<file path="src/rtl/eth_phy_pkg.sv">
// eth_phy_pkg: shared 10GBASE-R PHY types and sync-header constants
package eth_phy_pkg;
  typedef enum logic [1:0] {HUNT, SLIP, WAIT, LOCKED} blk_state_e;
  localparam logic [1:0] SYNC_DATA = 2'b01;
  localparam logic [1:0] SYNC_CTRL = 2'b10;
endpackage

</file>
<file path="src/rtl/eth_rx_block_lock.sv">
// eth_rx_block_lock: 64b/66b sync-header block lock with gearbox slip and bad-header count
module eth_rx_block_lock
  import eth_phy_pkg::*;
#(
  parameter int LOCK_COUNT    = 64,
  parameter int INVALID_LIMIT = 16,
  parameter int SLIP_WAIT     = 32,
  parameter int ERR_CNT_WIDTH = 7
) (
  input  logic                     rx_clk,
  input  logic                     rx_rst_n,
  input  logic [1:0]               serdes_rx_hdr,
  input  logic                     serdes_rx_hdr_valid,
  output logic                     serdes_rx_bitslip,
  output logic                     rx_block_lock,
  output logic [ERR_CNT_WIDTH-1:0] rx_bad_hdr_count,
  input  logic                     rx_bad_hdr_clear
);
  localparam int SHW = $clog2(LOCK_COUNT + 1);
  localparam int IVW = $clog2(INVALID_LIMIT + 1);
  localparam int WTW = $clog2(SLIP_WAIT + 1);

  blk_state_e               state_q, state_d;
  logic [SHW-1:0]           sh_cnt_q, sh_cnt_d, sh_inc;
  logic [IVW-1:0]           sh_invld_cnt_q, sh_invld_cnt_d, invld_inc;
  logic [WTW-1:0]           wait_cnt_q, wait_cnt_d;
  logic                     slip_q, slip_d, lock_q, lock_d;
  logic [ERR_CNT_WIDTH-1:0] bad_q, bad_d;
  logic                     hdr_bad, bad_inc;

  function automatic logic [ERR_CNT_WIDTH-1:0] sat_inc(input logic [ERR_CNT_WIDTH-1:0] v);
    return &v ? v : v + 1'b1;
  endfunction

  // next-state, counter and registered-output logic
  always_comb begin
    hdr_bad        = !(serdes_rx_hdr == SYNC_DATA || serdes_rx_hdr == SYNC_CTRL);
    sh_inc         = sh_cnt_q + 1'b1;
    invld_inc      = sh_invld_cnt_q + IVW'(hdr_bad);
    state_d        = state_q;
    sh_cnt_d       = sh_cnt_q;
    sh_invld_cnt_d = sh_invld_cnt_q;
    wait_cnt_d     = wait_cnt_q;
    case (state_q)
      HUNT: if (serdes_rx_hdr_valid) begin
        if (hdr_bad) state_d = SLIP;
        else if (sh_inc == SHW'(LOCK_COUNT)) begin
          state_d        = LOCKED;
          sh_cnt_d       = '0;
          sh_invld_cnt_d = '0;
        end else sh_cnt_d = sh_inc;
      end
      SLIP: begin
        state_d        = WAIT;
        wait_cnt_d     = WTW'(SLIP_WAIT);
        sh_cnt_d       = '0;
        sh_invld_cnt_d = '0;
      end
      WAIT: begin
        wait_cnt_d = wait_cnt_q - WTW'(wait_cnt_q != '0);
        state_d    = (wait_cnt_q <= WTW'(1)) ? HUNT : WAIT;
      end
      LOCKED: if (serdes_rx_hdr_valid) begin
        if (invld_inc == IVW'(INVALID_LIMIT)) state_d = SLIP;
        else if (sh_inc == SHW'(LOCK_COUNT)) begin
          sh_cnt_d       = '0;
          sh_invld_cnt_d = '0;
        end else begin
          sh_cnt_d       = sh_inc;
          sh_invld_cnt_d = invld_inc;
        end
      end
      default: state_d = HUNT;
    endcase
    slip_d  = state_d == SLIP;
    lock_d  = state_d == LOCKED;
    bad_inc = serdes_rx_hdr_valid && hdr_bad && state_q != WAIT;
    bad_d   = rx_bad_hdr_clear ? ERR_CNT_WIDTH'(bad_inc) : (bad_inc ? sat_inc(bad_q) : bad_q);
  end

  // state and output registers, cleared immediately by reset
  always_ff @(posedge rx_clk or negedge rx_rst_n) begin
    if (!rx_rst_n) begin
      state_q        <= HUNT;
      sh_cnt_q       <= '0;
      sh_invld_cnt_q <= '0;
      wait_cnt_q     <= '0;
      slip_q         <= 1'b0;
      lock_q         <= 1'b0;
      bad_q          <= '0;
    end else begin
      state_q        <= state_d;
      sh_cnt_q       <= sh_cnt_d;
      sh_invld_cnt_q <= sh_invld_cnt_d;
      wait_cnt_q     <= wait_cnt_d;
      slip_q         <= slip_d;
      lock_q         <= lock_d;
      bad_q          <= bad_d;
    end
  end

  assign serdes_rx_bitslip = slip_q;
  assign rx_block_lock     = lock_q;
  assign rx_bad_hdr_count  = bad_q;
endmodule
</file>
<file path="config.mk">
export PLATFORM = sky130hd
export DESIGN_NAME = eth_rx_block_lock
export DESIGN_NICKNAME = d
export VERILOG_FILES = /design/src/rtl/eth_phy_pkg.sv /design/src/rtl/eth_rx_block_lock.sv
export SDC_FILE = /design/constraint.sdc
export NUM_CORES = 1
export LEC_CHECK = 0
export BUFFER_PORTS_ARGS = -buffer_cell sky130_fd_sc_hd__buf_2
export CAP_MARGIN = 10
export CORE_MARGIN = 1
export CORE_UTILIZATION = 25
export DETAILED_ROUTE_END_ITERATION = 7
export GPL_TIMING_DRIVEN = 0
export SLEW_MARGIN = 20
export SYNTH_ARGS = -nofsm -noshare
export SYNTH_HDL_FRONTEND = slang
export SYNTH_SLANG_ARGS = --single-unit
</file>
<file path="constraint.sdc">
create_clock -name rx_clk -period 2.91 [get_ports rx_clk]
set_input_delay 0.291 -clock rx_clk [delete_from_list [all_inputs] [get_ports rx_clk]]
set_output_delay 0.291 -clock rx_clk [all_outputs]
set_load 0.005 [all_outputs]
</file>
# After elaboration in Yosys (flattened, before gate mapping)
# Index checks and enable logic that the tools add are counted.
# totals
regBits	29
input_bits	6
output_inout_bits	9
elab_cells	65
# op_classes
addsub	4
order_cmp	1
n_eq_ne	16
n_mux	24
n_reduce_logical	13
# op_table
cell	n
$mux W7	8
$mux W5	6
$pmux W7 S3	1
$pmux W5 S3	1
$add A7 B1 Y7 const B	2
$ne A2 B2 Y1 const B	7
$mux W2	6
$pmux W6 S2	1
$eq A2 B2 Y1 const B	4
$pmux W2 S4	1
$eq A7 B7 Y1 const B	1
$reduce_and A7 Y1	1
$eq A2 B1 Y1 const B	3
$le A6 B1 Y1 const B	1
$reduce_and A6 Y1	1
$reduce_bool A6 Y1	1
$sub A6 B1 Y6	1
$add A5 B1 Y5	1
$eq A5 B5 Y1 const B	1
$reduce_and A5 Y1	1
$reduce_bool A2 Y1	2
$reduce_bool A3 Y1	1
$logic_and A1 B1 Y1	2
$logic_not A2 Y1	1
other kinds (3)	3

# Logic depth before layout (Yosys ltp)
# depth
ltp_word	9
depth_mapped	10
ltp_nobuf	9

# Least setup slack after synthesis
# No wires, ideal clock.
# synth_timing
kind	flip-flop to flip-flop
start	reg wait_cnt_q[2]
end	reg wait_cnt_q[4]
t_arrival_ns	1.996
required_ns	2.778
setup_slack_ns	0.782
stages_incl_launch_ff	8
path_buffers	0
cell_sequence	dfrtp_1 or4_1 or3_1 ha_1 ha_1 and4_1 o21ai_0 o21ai_0
# synth_via
elab_chain_len	3
# synth_rtl
element	line_no	rtl
start: declaration	eth_rx_block_lock.sv:26	logic [WTW-1:0] wait_cnt_q, wait_cnt_d;
start signal: assignment	eth_rx_block_lock.sv:95	wait_cnt_q <= wait_cnt_d;
$reduce_bool A6 Y1	eth_rx_block_lock.sv:60	wait_cnt_d = wait_cnt_q - WTW'(wait_cnt_q != '0);
$sub A6 B1 Y6 *	eth_rx_block_lock.sv:60	
$pmux W6 S2 *	eth_rx_block_lock.sv:44	case (state_q)
# Mark *: on every way between the ends. The rest lies on a longest branch, timed or not.
# A chain may end at the register's enable or synchronous reset.

# Worst setup path in the final report
# Ends and elaborated chain as after synthesis.

==> summary.txt <==
largest family of logic cells by synthesized area: simple AND/OR/NAND/NOR gates
initial antenna violation count: 0
RSZ-0062 raised after global routing: no
Synth area leader: dfrtp_1
die area: 7730 sq um
worst-case vdd ir drop: 0.251 mV
mux contribution to synthesized area: 0.610%
Synth top area share: 39.3%
PortBufs: 13
largest net degree at the start of global routing: 30
grt total ovfl: 0
Multi-input gate area: 1040 sq um
Clock Latency Late Sink: 0.29 ns
Chip Width: 87.9 um
ys async rst share: 100%
Initial Util: 26.6%
vias in the first global route: 1485
area of the mapped netlist: 1850 sq um
compound-cell area share of the yosys netlist: 22.2%
first-pass GRT wire length: 6.87 mm
period utilisation layout: 79.3%
simple-gate share of the synthesized area: 23.1%
vias: 1518
top_reg_cell synth: dfrtp_1
Slew HR: 55.9%
Routed Antenna Nets: 0
register area: 726 sq um
Synth cell types: 55
clock skew: 0.00375 ns
CORE AREA: 6940 sq um
top cells by area, synth: dfrtp_1 (39%), ha_1 (8.1%), nor2_1 (4.3%)
Post-synth EDFFs: 0
P per Cell Area: 853 nW/um^2
Post-Syn Nets: 213
fill cell count: 724
die height: 87.9 um
DR iter-0 viols: 75
clk slew on worst S/H paths: 0.07 ns
post-place setup slack: 0.341 ns
# clock sinks: 29
synthesized area per cell: 9.46 sq um
Syn Inst Count: 195
Post CTS Setup Buffer Count: 0
routability cong.: 0.806
setup slack after layout: 0.603 ns
Max clock buf depth: 2
post-synthesis xor/xnor area fraction: 2.37%
final hold violation count: 0
DP Wirelength: 2.75 mm
IO Count: 15
max-cap violation count: 0
leakage: 0.941 nW
Vias/cell: 4.87
layout cell share with drive strength beyond 1: 17.6%
DRC viols: 0
Seq/Total Area, Yosys: 39.3%
endpoints failing setup: 0
Worst-Margin Slew: 0.662 ns
register bit total from synthesis: 29
Final #Nets: 233
adder-cell share of the synthesized area: 8.14%
Hold Buf Count CTS: 0
area growth from synthesis to layout: 14.7%
Rows: 30
CP arrival: 2.46 ns
CP Class: flip-flop to flip-flop
crit-path max FO: 5
CTS HTree Levels: 2
Clock Tree Root: clkbuf_8
final WL: 3.93 mm
Tmin final: 2.31 ns
CTS tree: yes
R2R Setup Slk: 0.60 ns
post-CTS sizing: 0
Final Slew Violations: 0
Max Fclk: 434 MHz
synthesis warning total: 0
Worst Hold Class: input pin to asynchronous set/reset pin
outcome: finished, final reports clean
post-DR wirelength/cell: 12.6 um
GRT Resource Usage Total: 11.6%
CP Launch Type: flip-flop
Pre-antenna DRT Iters: 7
setup TNS: 0 ns
CTS buffer count: 5
Diodes inserted: 0
crit end category: flip-flop
worst path required time: 3.07 ns
==> worst max-delay path: stages (launching register included) <==
cell and delay [ns]:
dfrtp_1 0.42, or4_1 0.56, or3_1 0.33, ha_1 0.21
ha_1 0.23, and4_1 0.18, o21ai_0 0.14, o21ai_0 0.11
==> layer usage <==
| layer | GRT usage, % | wire length, um |
|---|---|---|
| met4 | 5.51 | 74 |
| met2 | 17.3 | 1680 |
| met3 | 3.20 | 186 |
| met1 | 15.3 | 1980 |
| met5 | 0 | 0 |
==> cell type report <==
type,instances,share of cell area [%]
clock inverters,3,0.827
inverters,11,1.95
flip-flops and latches,29,34.3
plain buffers,7,1.83
well taps,96,5.67
multi-input cells,148,49.1
repair buffers,13,3.07
clock buffers,5,3.25
==> cell families after synthesis <==
group                    Yosys count
flip-flops                        29
buffers and inverters             18
AND/OR/NAND/NOR                   76
multiplexers                       1
XOR/XNOR                           5
AO/OA/AOI/OAI                     54
adder cells (fa/ha/maj)           12
==> flip-flops by register name, indices dropped and copies added (netlist names) <==
name / count
state_q: 2
serdes_rx_bitslip: 1
sh_invld_cnt_q: 5
wait_cnt_q: 6
sh_cnt_q: 7
rx_block_lock: 1
rx_bad_hdr_count: 7
==> synth_stat cells, drive strengths merged, types with 4 or more instances <==
cell / count
a21oi: 7
a22o: 4
a31oi: 6
buf: 4
dfrtp: 29
ha: 12
inv: 11
nand2: 14
nand2b: 4
nand3: 10
nor2: 21
o21ai: 19
o31ai: 5
==> where the power goes <==
| part | internal [W] | switching, W | total [W] |
|---|---|---|---|
| Sequential | 0.000497 | 0.0000905 | 0.000587 |
| Combinational | 0.000363 | 0.000521 | 0.000883 |
| Clock | 0.000165 | 0.000171 | 0.000336 |
| Total | 0.00102 | 0.000782 | 0.00181 |
==> final timing paths <==
| path | startpoint | end | cells after the start |
|---|---|---|---|
| worst max-delay path | wait_cnt_q[2] | wait_cnt_q[4] | 7 |
| worst min-delay path | rx_rst_n | sh_cnt_q[1] | 1 |
| worst max register to register | wait_cnt_q[2] | wait_cnt_q[4] | 7 |
| worst min register to register | sh_invld_cnt_q[0] | sh_invld_cnt_q[0] | 1 |
| max in group asynchronous | rx_rst_n | rx_bad_hdr_count[6] | 1 |
| min in group rx_clk | rx_bad_hdr_clear | rx_bad_hdr_count[2] | 2 |
==> metrics by stage <==
stage | total power, W | std cells | hold slack [ns] | cell area, sq um | utilization [%]
finish | 0.00181 | 312 | 0.0288 | 2120 | 30.5
global route | 0.00197 | 312 | 0.106 | 2120 | 30.5
CTS | 0.00182 | 312 | 0.0619 | 2120 | 30.5
detailed placement | 0.00147 | 304 | 0.379 | 2030 | 29.2
global placement | 0.00145 | 304 | 0.374 | 2030 | 29.2
floorplan | 0.00127 | 195 | -0.00459 | 1850 | -
==> layout by cell type, fill, tap and decap left out, types with 4 or more instances in the layout <==
cell	n
clkbuf_8	5
a21oi_1	7
o21ai_1	8
nor2_1	21
ha_1	12
o21ai_0	10
o31ai_1	4
buf_2	14
nand2_1	14
inv_1	10
a31oi_1	6
nand3_1	9
dfrtp_1	29
No activity file was read; power rests on OpenSTA's default activity.
